==> config.mk <==
export PLATFORM = sky130hd
export DESIGN_NAME = th_sweep_ctrl
export DESIGN_NICKNAME = d
export VERILOG_FILES = /design/src/rtl/th_sweep_ctrl.sv
export SDC_FILE = /design/constraint.sdc
export NUM_CORES = 1
export LEC_CHECK = 0
export ABC_AREA = 1
export CORE_ASPECT_RATIO = 2
export CORE_UTILIZATION = 58
export DETAILED_ROUTE_END_ITERATION = 6
export PLACE_DENSITY = 0.84
export REMOVE_ABC_BUFFERS = 1
export SYNTH_ARGS = -nofsm -noshare
export SYNTH_HDL_FRONTEND = slang
export SYNTH_SLANG_ARGS = --single-unit
==> constraint.sdc <==
create_clock -name clk -period 4.1 [get_ports clk]
set_input_delay 0.615 -clock clk [delete_from_list [all_inputs] [get_ports clk]]
set_output_delay 0.615 -clock clk [all_outputs]
set_load 0.005 [all_outputs]
==> src/rtl/th_sweep_ctrl.sv <==
// +----------------------------------------------------------------------------+
// | th_sweep_ctrl: exhaustive BIST sweep of one threshold gate with hysteresis.  |
// | Optional macro TH_SWEEP_STOP_ON_FAIL_EN ends the sweep at the first miss.    |
// | Revision: 1.0                                                              |
// +----------------------------------------------------------------------------+
`default_nettype none

module th_sweep_ctrl #(
  parameter int IN_NUM     = 4,
  parameter int THRESH     = 2,
  parameter int SETTLE_CYC = 8
) (
  input  logic              clk,
  input  logic              rst,
  input  logic              start,
  output logic              th_en,
  output logic [IN_NUM-1:0] th_in,
  input  logic              th_out,
  output logic              busy,
  output logic              done,
  output logic              pass,
  output logic [7:0]        err_cnt,
  output logic [IN_NUM-1:0] fail_pat,
  output logic [1:0]        fail_phase
);

  typedef enum logic [2:0] {
    ST_IDLE = 3'd0,
    ST_NULL = 3'd1,
    ST_DATA = 3'd2,
    ST_FULL = 3'd3,
    ST_REL  = 3'd4,
    ST_NEXT = 3'd5,
    ST_FIN  = 3'd6
  } state_t;

  localparam int                c_cnt_w    = (SETTLE_CYC > 1) ? $clog2(SETTLE_CYC) : 1;
  localparam logic [c_cnt_w-1:0] c_cnt_last = c_cnt_w'(SETTLE_CYC - 1);
  localparam logic [IN_NUM:0]    c_pat_last = {1'b0, {IN_NUM{1'b1}}};

  state_t              r_state, w_state_nxt;
  logic [c_cnt_w-1:0]  r_cnt, w_cnt_nxt;
  logic [IN_NUM:0]     r_pat, w_pat_nxt;
  logic [7:0]          r_err, w_err_nxt;
  logic [IN_NUM-1:0]   r_fail_pat, w_fail_pat_nxt;
  logic [1:0]          r_fail_phase, w_fail_phase_nxt;
  logic                r_pass, w_pass_nxt;
  logic                r_busy, w_busy_nxt;
  logic                r_done, w_done_nxt;
  logic                r_th_en, w_th_en_nxt;
  logic [IN_NUM-1:0]   r_th_in, w_th_in_nxt;
  logic                r_sync1, r_sync2;
  logic                w_last, w_in_phase, w_expect, w_mismatch;
  logic [1:0]          w_phase_code;

  function automatic logic thresh_met(input logic [IN_NUM-1:0] v);
    int n;
    n = 0;
    for (int i = 0; i < IN_NUM; i++) n += int'(v[i]);
    return (n >= THRESH);
  endfunction

  always_ff @(posedge clk or negedge rst) begin
    if (!rst) begin
      r_state      <= ST_IDLE;
      r_cnt        <= '0;
      r_pat        <= '0;
      r_err        <= '0;
      r_fail_pat   <= '0;
      r_fail_phase <= '0;
      r_pass       <= 1'b0;
      r_busy       <= 1'b0;
      r_done       <= 1'b0;
      r_th_en      <= 1'b0;
      r_th_in      <= '0;
      r_sync1      <= 1'b0;
      r_sync2      <= 1'b0;
    end else begin
      r_state      <= w_state_nxt;
      r_cnt        <= w_cnt_nxt;
      r_pat        <= w_pat_nxt;
      r_err        <= w_err_nxt;
      r_fail_pat   <= w_fail_pat_nxt;
      r_fail_phase <= w_fail_phase_nxt;
      r_pass       <= w_pass_nxt;
      r_busy       <= w_busy_nxt;
      r_done       <= w_done_nxt;
      r_th_en      <= w_th_en_nxt;
      r_th_in      <= w_th_in_nxt;
      r_sync1      <= th_out;
      r_sync2      <= r_sync1;
    end
  end

  // Expected gate output at the end of each phase; REL relies on hysteresis.
  always_comb begin
    w_expect     = 1'b0;
    w_phase_code = 2'd0;
    w_in_phase   = 1'b1;
    case (r_state)
      ST_NULL: begin w_expect = 1'b0;                          w_phase_code = 2'd0; end
      ST_DATA: begin w_expect = thresh_met(r_pat[IN_NUM-1:0]); w_phase_code = 2'd1; end
      ST_FULL: begin w_expect = 1'b1;                          w_phase_code = 2'd2; end
      ST_REL:  begin w_expect = 1'b1;                          w_phase_code = 2'd3; end
      default: w_in_phase = 1'b0;
    endcase
  end

  assign w_last     = (r_cnt == c_cnt_last);
  assign w_mismatch = w_in_phase && w_last && (r_sync2 != w_expect);

  always_comb begin
    w_state_nxt      = r_state;
    w_cnt_nxt        = r_cnt;
    w_pat_nxt        = r_pat;
    w_err_nxt        = r_err;
    w_fail_pat_nxt   = r_fail_pat;
    w_fail_phase_nxt = r_fail_phase;
    w_pass_nxt       = r_pass;
    w_busy_nxt       = r_busy;
    w_done_nxt       = 1'b0;
    w_th_en_nxt      = 1'b0;
    w_th_in_nxt      = '0;

    if (w_mismatch) begin
      if (r_err != 8'hFF) w_err_nxt = r_err + 8'd1;
      if (r_err == 8'd0) begin
        w_fail_pat_nxt   = r_pat[IN_NUM-1:0];
        w_fail_phase_nxt = w_phase_code;
      end
    end

    case (r_state)
      ST_IDLE: begin
        if (start) begin
          w_busy_nxt       = 1'b1;
          w_err_nxt        = '0;
          w_pass_nxt       = 1'b0;
          w_fail_pat_nxt   = '0;
          w_fail_phase_nxt = '0;
          w_pat_nxt        = (IN_NUM + 1)'(1);
          w_cnt_nxt        = '0;
          w_state_nxt      = ST_NULL;
        end
      end
      ST_NULL, ST_DATA, ST_FULL, ST_REL: begin
        w_cnt_nxt = r_cnt + c_cnt_w'(1);
        if (w_last) begin
          w_cnt_nxt = '0;
          case (r_state)
            ST_NULL: w_state_nxt = ST_DATA;
            ST_DATA: w_state_nxt = ST_FULL;
            ST_FULL: w_state_nxt = ST_REL;
            default: w_state_nxt = ST_NEXT;
          endcase
        end
      end
      ST_FIN: begin
        w_done_nxt  = 1'b1;
        w_busy_nxt  = 1'b0;
        w_pass_nxt  = (r_err == 8'd0);
        w_state_nxt = ST_IDLE;
      end
      default: w_state_nxt = ST_IDLE;
    endcase

    // NEXT takes no cycle of its own: it is resolved on the REL exit edge.
    if (w_state_nxt == ST_NEXT) begin
      if (r_pat == c_pat_last) begin
        w_state_nxt = ST_FIN;
      end else begin
        w_pat_nxt   = r_pat + (IN_NUM + 1)'(1);
        w_state_nxt = ST_NULL;
      end
    end

`ifdef TH_SWEEP_STOP_ON_FAIL_EN
    if (w_mismatch && (r_err == 8'd0)) begin
      w_state_nxt = ST_FIN;
      w_cnt_nxt   = '0;
    end
`endif

    case (w_state_nxt)
      ST_NULL: begin w_th_en_nxt = 1'b1; w_th_in_nxt = '0;                    end
      ST_DATA: begin w_th_en_nxt = 1'b1; w_th_in_nxt = w_pat_nxt[IN_NUM-1:0]; end
      ST_FULL: begin w_th_en_nxt = 1'b1; w_th_in_nxt = '1;                    end
      ST_REL:  begin w_th_en_nxt = 1'b1; w_th_in_nxt = w_pat_nxt[IN_NUM-1:0]; end
      default: begin w_th_en_nxt = 1'b0; w_th_in_nxt = '0;                    end
    endcase
  end

  assign th_en      = r_th_en;
  assign th_in      = r_th_in;
  assign busy       = r_busy;
  assign done       = r_done;
  assign pass       = r_pass;
  assign err_cnt    = r_err;
  assign fail_pat   = r_fail_pat;
  assign fail_phase = r_fail_phase;

endmodule

`default_nettype wire

### After elaboration in Yosys (flattened, before gate mapping)

Cells that the tools add are included.

* register bits after elaboration: 35
* input bits: 4
* output and inout bits: 22
* word-level logic and storage cells: 82

* add/sub/neg operators: 6
* $lt $le $gt $ge: 1
* equal/unequal tests: 15
* mux-type cells: 35
* reductions and logical operators: 12

Operators with widths (number)
* $mux W8: 4
* $mux W5: 4
* $mux W3: 6
* $mux W4: 4
* $eq A3 B3 Y1 const B: 5
* $eq A3 B2 Y1 const B: 4
* $pmux W3 S2: 2
* $pmux W3 S3: 1
* $add A8 B1 Y8 const B: 1
* $logic_not A8 Y1: 1
* $mux W2: 4
* $ne A8 B8 Y1 const B: 1
* $pmux W4 S2: 1
* $reduce_or A4 Y1: 2
* $eq A3 B1 Y1 const B: 2
* $pmux W1 S2: 3
* $pmux W2 S3: 1
* $add A5 B1 Y5 const B: 1
* $eq A5 B4 Y1 const B: 1
* $mux W1: 5
* $add A3 B1 Y4: 1
* $ge A4 B2 Y1 const B: 1
* $reduce_and A2 Y1: 2
* $reduce_bool A2 Y1: 2
* 8 further kinds: 10

### Longest topological paths before layout

* depth after elaboration: 10
* mapped depth: 11
* depth with buffers taken out: 11

### Worst setup path after synthesis

No wires, ideal clock.

* path kind: flip-flop to flip-flop
* from: reg r_pat[0]
* to: reg r_err[7] (netlist: err_cnt[7])
* setup time: 0.120 ns
* arrival time: 1.641 ns
* required time: 3.980 ns
* slack: 2.340 ns
* cell stages (with the launch flop): 11
* buffers on the path: 0
* clock period less this slack: 1.760 ns
* cells stage by stage: dfrtp_1 > fa_1 > nand2_1 > nand2_1 > nand2_1 > nand3_2 > nand2_1 > nor2_4 > nand2_1 > nor2_1 > nor2_1

* cells in the longest elaborated chain, start to end: 10

Ends and longest elaborated chain
* from (decl): line 43 `logic [IN_NUM:0] r_pat, w_pat_nxt;`
* from (signal assigned): line 81 `r_pat <= w_pat_nxt;`
* $add A1 B1 Y2 *: line 59 `for (int i = 0; i < IN_NUM; i++) n += int'(v[i]);`
* $add A2 B1 Y3 *: line 59
* $add A3 B1 Y4 *: line 59
* $ge A4 B2 Y1 *: line 60 `return (n >= THRESH);`
* $pmux W1 S2 *: line 100 `case (r_state)`
* $ne A1 B1 Y1 *: line 110 `assign w_mismatch = w_in_phase && w_last && (r_sync2 != w_expect);`
* $logic_and A1 B1 Y1 *: line 110
* $mux W8 *: line 125 `if (w_mismatch) begin`
* $mux W8: line 135 `if (start) begin`
* $mux W8 *: line 133 `case (r_state)`
* net w_err_nxt[7]: line 44 `logic [7:0] r_err, w_err_nxt;`
* to (signal assigned): line 82 `r_err <= w_err_nxt;`
* to (decl): line 44

The timed path passes the listed nets; every way through them passes the cells marked *.
A chain may end at the register's enable or synchronous reset.

### Worst setup path after layout

* from: reg r_pat[0]
* to: reg r_fail_pat[0] (netlist: fail_pat[0])

* cells in the longest elaborated chain, start to end: 10
* elaborated cells between the ends (all ways): 11
* classes of those cells: add/sub (3); order compare (1); eq/ne (1); mux (5); reduce/logical (1)

Ends and longest elaborated chain
* $add A1 B1 Y2: line 59
* $add A2 B1 Y3: line 59
* $add A3 B1 Y4: line 59
* $ge A4 B2 Y1: line 60
* $pmux W1 S2: line 100
* $ne A1 B1 Y1: line 110
* $logic_and A1 B1 Y1: line 110
* $mux W4 *: line 125
* $mux W4: line 135
* $mux W4 *: line 133
* net w_fail_pat_nxt[0]: line 45 `logic [IN_NUM-1:0] r_fail_pat, w_fail_pat_nxt;`
* to (signal assigned): line 83 `r_fail_pat <= w_fail_pat_nxt;`
* to (decl): line 45

Marks and branches as above.

==> impl_metrics.json <==
{
  "globalplace.congestion": 0.926,
  "skew_ps": 9.13,
  "layout-drive-gt1-share": 0.0959,
  "yosysWarnings": 0,
  "dr_total_vias": 1649,
  "synthTopCellsByCount": "nand2_1 (70), dfrtp_1 (35), nor2_1 (34), inv_1 (28), o21ai_0 (13)",
  "crit_buf_inv": 0,
  "grt_pass1_vias": 1595,
  "rr_startpoint": "r_pat[0]",
  "insertion_delay_ps": 300,
  "yosys-top-cells-area": "dfrtp_1 (46%), nand2_1 (14%), nor2_1 (6.7%)",
  "cts_setup_buffers": 0,
  "maxCapViolCount": 0,
  "cp.arrival_ps": 2160,
  "max-slew-margin-rel": 0.715,
  "yosys_most_used_dff": "dfrtp_1",
  "via_per_inst": 5.46,
  "drtPass1Iterations": 4,
  "hold_violations": 0,
  "die-area_um2": 3510,
  "cts_sinks": 35,
  "area_delta_synth_final_pct": 19.6,
  "ys_ff_latch": 35,
  "setup_slack_ps": 2120,
  "coreArea_um2": 3160,
  "cts_resized": 0,
  "initial_core_util": 0.600,
  "nFillCells": 253,
  "antenna_cells": 0,
  "period_share": 0.483,
  "ir_worst_vdd_mv": 0.353,
  "track_usage": 0.268,
  "io_buffers": 25,
  "r2r-end": "fail_pat[0]",
  "finalNetCount": 280,
  "worstPathCellList": "fa_1, nand2_1, nand2_1, nand2_1, nand2_1, nand2_1, nand4_2, nor2_1, nor2_1",
  "crit_required_ps": 4280,
  "power_leakage_nw": 1.17,
  "ys_types": 27,
  "hp-start": "r_sync1",
  "crit_type": "register to register",
  "globalRouteOverflowTotal": 0,
  "dieWidth_um": 42.4,
  "clkSlewWorstSetupHoldPaths_ps": 70,
  "p_per_area_nw_per_um2": 457,
  "setup_viol": 0,
  "dp_hpwl_um": 3020,
  "seq_area_frac_synth": 0.462,
  "cp-end-kind": "register",
  "cpMaxStageDelayCell": "fa_1",
  "totalWireLength_um": 4090,
  "rrSetupSlack_ps": 2120,
  "reg2regPathDepth": 9,
  "grt_pass1_wl_um": 6960,
  "cts_buffers": 5,
  "synth_area_um2": 1890,
  "synth.most_common_cell": "nand2_1",
  "cts_tree": "yes",
  "yosys.area.top_type": "dfrtp_1",
  "ant_nets": 0,
  "holdPathStages": 0,
  "startpoint_type": "register",
  "syn_area_per_cell_um2": 7.93,
  "drv_slew": 0,
  "fin_setup_tns_ps": 0,
  "place_ws_ps": 1900,
  "max_stage_delay_ps": 500,
  "synth_edf_count": 0,
  "min_to": "r_sync2",
  "clk_path_buf_depth": 2,
  "cts_hold_buf": 0,
  "ios": 26,
  "status": "finished clean",
  "root_buffer": "clkbuf_8",
  "syn_inst": 239,
  "wire_per_inst_um": 13.6,
  "rsz0062_at_grt": "no",
  "path_delay_family": "simple AND/OR/NAND/NOR gates",
  "finalCriticalPeriod_ps": 1980,
  "crit_fanout": 12,
  "row_count": 29,
  "die_y_um": 82.8,
  "critPathMostFrequentCell": "nand2_1",
  "hp-class": "register to register",
  "synth_top_area_share": 0.462,
  "stdcell_count": 302,
  "drcViolationCount": 0,
  "drt_iter0_markers": 51,
  "worstMarginPinSlew_ps": 427,
  "grt_max_degree": 36,
  "antenna_found_initial": 0,
  "max_freq_mhz": 505,
  "h-tree-depth": 2,
  "dpl.cell_count": 294,
  "async_reset_ff_frac": 1.00
}
[power breakdown]
| part | switching, W | leakage, nW | total [W] | internal (W) |
|---|---|---|---|---|
| Sequential | 0.0000380 | 0.464 | 0.000431 | 0.000393 |
| Clock | 0.000122 | 0.0515 | 0.000275 | 0.000153 |
| Combinational | 0.000202 | 0.654 | 0.000330 | 0.000128 |
[worst max path at each step]
stage	end	cells past startpoint	startpoint	slack [ps]
final	fail_pat[0]	9	r_pat[0]	2120
after global placement	th_in[3]	8	start	1940
after floorplan	err_cnt[7]	10	r_pat[0]	2340
after global routing	fail_pat[0]	9	r_pat[0]	1940
after detailed placement	th_in[1]	8	start	1900
after CTS	fail_pat[0]	9	r_pat[0]	2110
[placed cells by master, fill, tap and decap left out, types with 2 or more instances in the layout]
master           count
nand4_2              2
nor2_4               4
a21oi_1             12
nand3_2              2
nand4_1              3
nor2_1              34
ha_1                 5
dfrtp_1             35
nand3_1              5
xor2_1               4
inv_2                4
nand2_2              4
a22o_1               2
o21ai_0             13
nand2_1             70
inv_1               28
clkdlybuf4s50_1     25
clkbuf_8             7
o21ai_1              2
[cell families (layout without fill, tap and decap cells)]
kind of cell | after synthesis | after routing | synth area share
buffers and inverters | 34 | 66 | 0.0766
AND/OR/NAND/NOR | 127 | 127 | 0.302
flip-flops | 35 | 35 | 0.462
XOR/XNOR | 5 | 5 | 0.0231
AO/OA/AOI/OAI | 32 | 32 | 0.0925
adder cells (fa/ha/maj) | 6 | 6 | 0.0436
[worst reg2reg max path, delay by kind of cell, from the launching register on]
family | cells | cell delay, ps
simple gates | 8 | 930
fa+ha+maj | 1 | 500
flops | 1 | 450
[per-stage QoR]
| step | power, W | cell area, um2 | util | hold slack (ps) |
|---|---|---|---|---|
| 6_report | 0.00104 | 2270 | 0.718 | 351 |
| 5_1_grt | 0.00110 | 2270 | 0.718 | 369 |
| 4_1_cts | 0.00104 | 2270 | 0.718 | 356 |
| 3_5_place_dp | 0.000765 | 2170 | 0.686 | 342 |
| 3_3_place_gp | 0.000753 | 2170 | 0.686 | 334 |
| 2_1_floorplan | 0.000651 | 1870 | - | 319 |
[flip-flops by register name (all words and copies together), names as in the netlist]
signal,cells
busy,1
done,1
err_cnt,8
fail_pat,4
fail_phase,2
pass,1
r_cnt,3
r_pat,5
r_state,3
r_sync1,1
r_sync2,1
th_en,1
th_in,4
[cell type report]
type	instances	area [um2]	share of cell area
Timing Repair Buffer	26	258	0.114
Tap cell	31	38.8	0.0171
Sequential cell	35	876	0.387
Clock buffer	8	100	0.0442
Inverter	32	120	0.0530
Multi-Input combinational cell	170	873	0.385
[layer usage]
| layer | vias to the layer above | routed length (um) | global-route usage |
|---|---|---|---|
| li1 | 812 | - | - |
| met1 | 767 | 1440 | 0.280 |
| met2 | 54 | 2300 | 0.463 |
| met3 | 16 | 131 | 0.0457 |
| met4 | 0 | 215 | 0.185 |
| met5 | - | 0 | 0 |
Power figures use the tool's default switching activity.
==> patch 1 (same settings) <==
Add a define of `TH_SWEEP_STOP_ON_FAIL_EN`.
--- a/src/rtl/th_sweep_ctrl.sv
+++ b/src/rtl/th_sweep_ctrl.sv
@@ -4,6 +4,8 @@
 // | Revision: 1.0                                                              |
 // +----------------------------------------------------------------------------+
 `default_nettype none
+
+`define TH_SWEEP_STOP_ON_FAIL_EN
 
 module th_sweep_ctrl #(
   parameter int IN_NUM     = 4,
Function: changed (Yosys sat finds a counterexample within 10 cycles, from zero or initial values and one cycle with rst low).
==> patch 1 against the unedited design <==
Sequential cell count unchanged. Power is 0.62% higher. Design area is 5.0% lower. Sequential power grew 3%. Setup slack got worse by 0.087 ns. Area after synthesis decreased by 5.0%. First-iteration DRC count fell by 24%. Non-clock buffer count stayed put. Routed wire length down 4.1%. Critical path type unchanged.
==> patch 1: results (changes against the unedited design) <==
\begin{tabular}{lr}
\hline
Metric & Value \\
\hline
\multicolumn{2}{l}{\textbf{STA}} \\
Tightest slew margin relative to the limit & 0.676 (-0.0389) \\
Worst clock skew & 0.00565 ns (-0.00348 ns) \\
Tightest hold margin & 0.366 ns (+0.0148 ns) \\
\multicolumn{2}{l}{\textbf{Critical path}} \\
Delay of the slowest critical-path stage & 0.55 ns (+0.05 ns) \\
Crit path DAT & 2.25 ns (+0.09 ns) \\
Internal reg-to-reg setup slack & 2.03 ns (-0.09 ns) \\
R2r worst-path depth & 10 (+1) \\
RR Endpoint & th\_in[1]\$\_DFF\_PN0\_ \\
\multicolumn{2}{l}{\textbf{Global routing}} \\
GRT Util Overall & 0.286 (+0.0179) \\
Number of global-route vias before repair & 1478 (-7.3\%) \\
Wire length of the first global-routing pass & 6260 um (-10\%) \\
\multicolumn{2}{l}{\textbf{Power}} \\
Peak supply drop & 0.346 mV (-2.0\%) \\
Leakage & 0.00106 uW (-9.6\%) \\
\multicolumn{2}{l}{\textbf{Min path}} \\
Hold Path Depth & 0 (unchanged) \\
\multicolumn{2}{l}{\textbf{Layout}} \\
Total number of nets in the final design & 242 (-14\%) \\
Ratio of cells with drive above 1 in the final layout & 0.130 (+0.0339) \\
\multicolumn{2}{l}{\textbf{Placement}} \\
DP HPWL & 3020 um (+0.11\%) \\
\multicolumn{2}{l}{\textbf{CTS}} \\
H-tree levels & 2 (unchanged) \\
\multicolumn{2}{l}{\textbf{Run status}} \\
Result of the run & finished clean \\
\multicolumn{2}{l}{\textbf{Routing}} \\
Via-per-instance ratio & 5.63 (+3.1\%) \\
Routed WL & 3930 um (-4.1\%) \\
First DRT Iteration DRCs & 39 (-24\%) \\
\multicolumn{2}{l}{\textbf{Synthesis}} \\
Sequential area share after synthesis & 0.487 (+0.0244) \\
Synth unique cells & 35 (+30\%) \\
Most common library cells after synthesis & sky130\_fd\_sc\_hd\_\_nand2\_1, sky130\_fd\_sc\_hd\_\_dfrtp\_1, sky130\_fd\_sc\_hd\_\_nor2\_1 \\
Ranking of synthesized cells by area & sky130\_fd\_sc\_hd\_\_dfrtp\_1, sky130\_fd\_sc\_hd\_\_nand2\_1, sky130\_fd\_sc\_hd\_\_nand3\_1 \\
\hline
\end{tabular}
==> patch 1: changes by cell type after synthesis, moves of 11 or more <==
cell | before | now
sky130_fd_sc_hd__nand2_1 | 70 | 39
sky130_fd_sc_hd__nor2_1 | 34 | 20
sky130_fd_sc_hd__inv_1 | 28 | 15
sky130_fd_sc_hd__nand3_1 | 5 | 16
==> patch 1: layout make-up <==
| type | count | area [um2] |
|---|---|---|
| fill | 235 | 791 |
| tap | 30 | 37.5 |
| timing repair buffer | 26 | 258 |
| sequential | 35 | 876 |
| inverter | 21 | 81.3 |
| multi-input combinational | 143 | 827 |
| clock buffer | 6 | 72.6 |
==> patch 1: per-layer routing <==
metal	GRT usage	routed length [um]	up-vias
met2	0.508	2310	36
met3	0.0683	125	10
met4	0.152	106	0
met1	0.272	1390	699
li1	-	-	725
met5	0	0	-
==> patch 1: how the worst max path moves through the flow <==
stage / to / slack (ns) / cells past startpoint
2_1_floorplan: err_cnt[2]$_DFF_PN0_ / 2.24 / 10
3_3_place_gp: th_in[1]$_DFF_PN0_ / 1.95 / 7
3_5_place_dp: th_in[2]$_DFF_PN0_ / 1.95 / 7
4_1_cts: th_in[2]$_DFF_PN0_ / 2.03 / 10
5_1_grt: th_in[0]$_DFF_PN0_ / 1.85 / 9
6_report: th_in[1]$_DFF_PN0_ / 2.03 / 10
==> patch 1: report_power, final <==
group / switching [uW] / internal, uW
clock network: 111 / 113
registers: 46.1 / 400
logic: 222 / 150
==> patch 1: cells by family (layout without fill, tap and decap cells) <==
kind of cell    after synthesis  after routing  share of synthesized area
compound gates               33             33                     0.0974
xor+xnor                      5              5                     0.0243
fa+ha+maj                     6              6                     0.0459
buf+inv                      23             53                     0.0535
flops                        35             35                      0.487
mux                           1              1                    0.00556
simple gates                 98             98                      0.287
==> patch 1: worst reg2reg max path, delay by kind of cell, from the launching register on <==
family | cells | cell delay [ns]
buf+inv | 1 | 0.18
fa+ha+maj | 1 | 0.56
flops | 1 | 0.45
simple gates | 8 | 0.76
==> patch 1: per-stage QoR <==
stage | instance area (um2) | cells | setup slack (ns) | power [uW]
after floorplan | 1780 | 199 | 2.24 | 689
after global placement | 2080 | 255 | 1.95 | 807
after detailed placement | 2080 | 255 | 1.95 | 824
after CTS | 2150 | 261 | 2.03 | 1050
after global routing | 2150 | 261 | 1.85 | 1110
final | 2150 | 261 | 2.03 | 1040
==> patch 2 (same settings) <==
Without the edit above. Re-encode `state_t` (7 states) as one-hot, 7 bits wide.
--- a/src/rtl/th_sweep_ctrl.sv
+++ b/src/rtl/th_sweep_ctrl.sv
@@ -24,14 +24,14 @@
   output logic [1:0]        fail_phase
 );
 
-  typedef enum logic [2:0] {
-    ST_IDLE = 3'd0,
-    ST_NULL = 3'd1,
-    ST_DATA = 3'd2,
-    ST_FULL = 3'd3,
-    ST_REL  = 3'd4,
-    ST_NEXT = 3'd5,
-    ST_FIN  = 3'd6
+  typedef enum logic [6:0] {
+    ST_IDLE = 7'b0000001,
+    ST_NULL = 7'b0000010,
+    ST_DATA = 7'b0000100,
+    ST_FULL = 7'b0001000,
+    ST_REL  = 7'b0010000,
+    ST_NEXT = 7'b0100000,
+    ST_FIN  = 7'b1000000
   } state_t;
 
   localparam int                c_cnt_w    = (SETTLE_CYC > 1) ? $clog2(SETTLE_CYC) : 1;
Function: no difference found for any inputs over 10 cycles, from zero or initial values and one cycle with rst low; not proved beyond that.
==> patch 2 against the unedited design <==
Setup slack lost 0.17 ns. Die area grew 13%. Routed wire length grew 8.4%. Design area grew 11%. Hold slack gained 0.0068 ns. First-iteration DRC count shrank 25%. Area after synthesis grew 13%. Clock skew is essentially flat. Sequential cell count grew 4. Final cell count grew 19%. Highest routed layer unchanged.
Power is not compared: it rests on default switching activity, and its combinational part moved more than twofold at a synthesized area within 25%.
==> patch 2: results (changes against the unedited design) <==
\begin{tabular}{lr}
\hline
Metric & Value \\
\hline
\multicolumn{2}{l}{\textbf{Placement}} \\
Instance count after placement with tap cells included & 351 (+19\%) \\
Final Wtd Congestion & 0.815 (-12\%) \\
Setup slack after placement & 1.71 ns (-0.181 ns) \\
Post-Place Cell Area & 0.00243 mm2 (+12\%) \\
DP HPWL & 3390 um (+12\%) \\
\multicolumn{2}{l}{\textbf{Run status}} \\
Result of the run & finished clean \\
\multicolumn{2}{l}{\textbf{Layout}} \\
Cell Count, Final, Fillers Out & 358 (+19\%) \\
Total number of nets in the final design & 320 (+14\%) \\
Ratio of cells with drive above 1 in the final layout & 0.0871 (-0.00884) \\
\multicolumn{2}{l}{\textbf{STA}} \\
Tightest slew margin relative to the limit & 0.421 (-0.294) \\
Worst clock skew & 0.00905 ns (-0.0000817 ns) \\
\multicolumn{2}{l}{\textbf{Global routing}} \\
Maximum number of pins on one net before global-route repair & 40 (+11\%) \\
GRT Util Overall & 0.262 (-0.00602) \\
Wire length of the first global-routing pass & 7510 um (+7.9\%) \\
Number of global-route vias before repair & 1791 (+12\%) \\
\multicolumn{2}{l}{\textbf{CTS}} \\
Clock Latency Late Sink & 0.29 ns \\
H-tree levels & 2 (unchanged) \\
Buffer type at the clock tree root & sky130\_fd\_sc\_hd\_\_clkbuf\_8 \\
Post-cts gate resize count & 0 (unchanged) \\
Worst-path clk slew & 0.07 ns (about the same) \\
\multicolumn{2}{l}{\textbf{Routing}} \\
Mean routed wirelength per cell & 12.4 um (-8.5\%) \\
First DRT Iteration DRCs & 38 (-25\%) \\
Router iterations before antenna repair & 4 (unchanged) \\
\multicolumn{2}{l}{\textbf{Synthesis}} \\
Most common library cells after synthesis & sky130\_fd\_sc\_hd\_\_nand2\_1, sky130\_fd\_sc\_hd\_\_dfrtp\_1, sky130\_fd\_sc\_hd\_\_nor2\_1 \\
Average footprint of a synthesized cell & 7.63 um2 (-3.8\%) \\
Synth unique cells & 28 (+3.7\%) \\
Ranking of synthesized cells by area & sky130\_fd\_sc\_hd\_\_dfrtp\_1, sky130\_fd\_sc\_hd\_\_nand2\_1, sky130\_fd\_sc\_hd\_\_nor2\_1 \\
Commonest register cell after synthesis & sky130\_fd\_sc\_hd\_\_dfrtp\_1 \\
Sequential area share after synthesis & 0.456 (-0.00643) \\
\multicolumn{2}{l}{\textbf{Critical path}} \\
Crit path DAT & 2.33 ns (+0.17 ns) \\
Peak fanout along the critical path & 10 (-2) \\
\hline
\end{tabular}
-- patch 2: logic make-up after synthesis --
family,after synthesis,synth area share
compound gates,23,0.0595
xor+xnor,6,0.0245
fa+ha+maj,6,0.0385
buf+inv,45,0.0835
flops,39,0.456
other cells,1,0.00175
simple gates,161,0.336
-- patch 2: where the power goes --
part	total [uW]	switching (uW)	internal, uW
registers	392	2.60	390
clock network	261	129	132
logic	33.6	24.7	8.87
-- patch 2: worst max-delay path: cells and delay by family, from the launching register on --
kind | cells | cell delay (ns)
AOI/OAI and AO/OA | 1 | 0.20
DFF | 1 | 0.45
adders and majority gates | 1 | 0.49
and+or+nand+nor | 8 | 0.89
-- patch 2: worst paths after layout --
kind                            cells after the start                 endpoint  slack (ns)
worst max-delay path                               10  fail_phase[1]$_DFF_PN0_        1.95
worst min-delay path                                0        r_sync2$_DFF_PN0_        0.36
worst max register to register                     10  fail_phase[1]$_DFF_PN0_        1.95
worst min register to register                      0        r_sync2$_DFF_PN0_        0.36
max in group asynchronous                           1       th_in[2]$_DFF_PN0_        3.12
min in group asynchronous                           1     r_cnt[0]$_DFFE_PN0P_        0.43
-- patch 2: area by class of cell --
class                      count  area (um2)
fill                         303         938
timing repair buffer          25         245
clock inverter                 1        5.00
sequential                    39         977
multi-input combinational    197         987
inverter                      42         158
tap                           48        60.1
clock buffer                   6        82.6
-- patch 2: routing by layer --
layer | track usage | up-vias | share of wire
met5 | 0 | - | 0
met4 | 0.124 | 0 | 0.023
met3 | 0.0330 | 10 | 0.019
met2 | 0.522 | 37 | 0.60
met1 | 0.238 | 851 | 0.36
li1 | - | 923 | -
-- patch 2: metrics by stage --
| step | util | total power, uW |
|---|---|---|
| after floorplan | - | 417 |
| after global placement | 0.703 | 433 |
| after global routing | 0.728 | 711 |
| final | 0.728 | 687 |
| after detailed placement | 0.703 | 434 |
| after CTS | 0.728 | 694 |
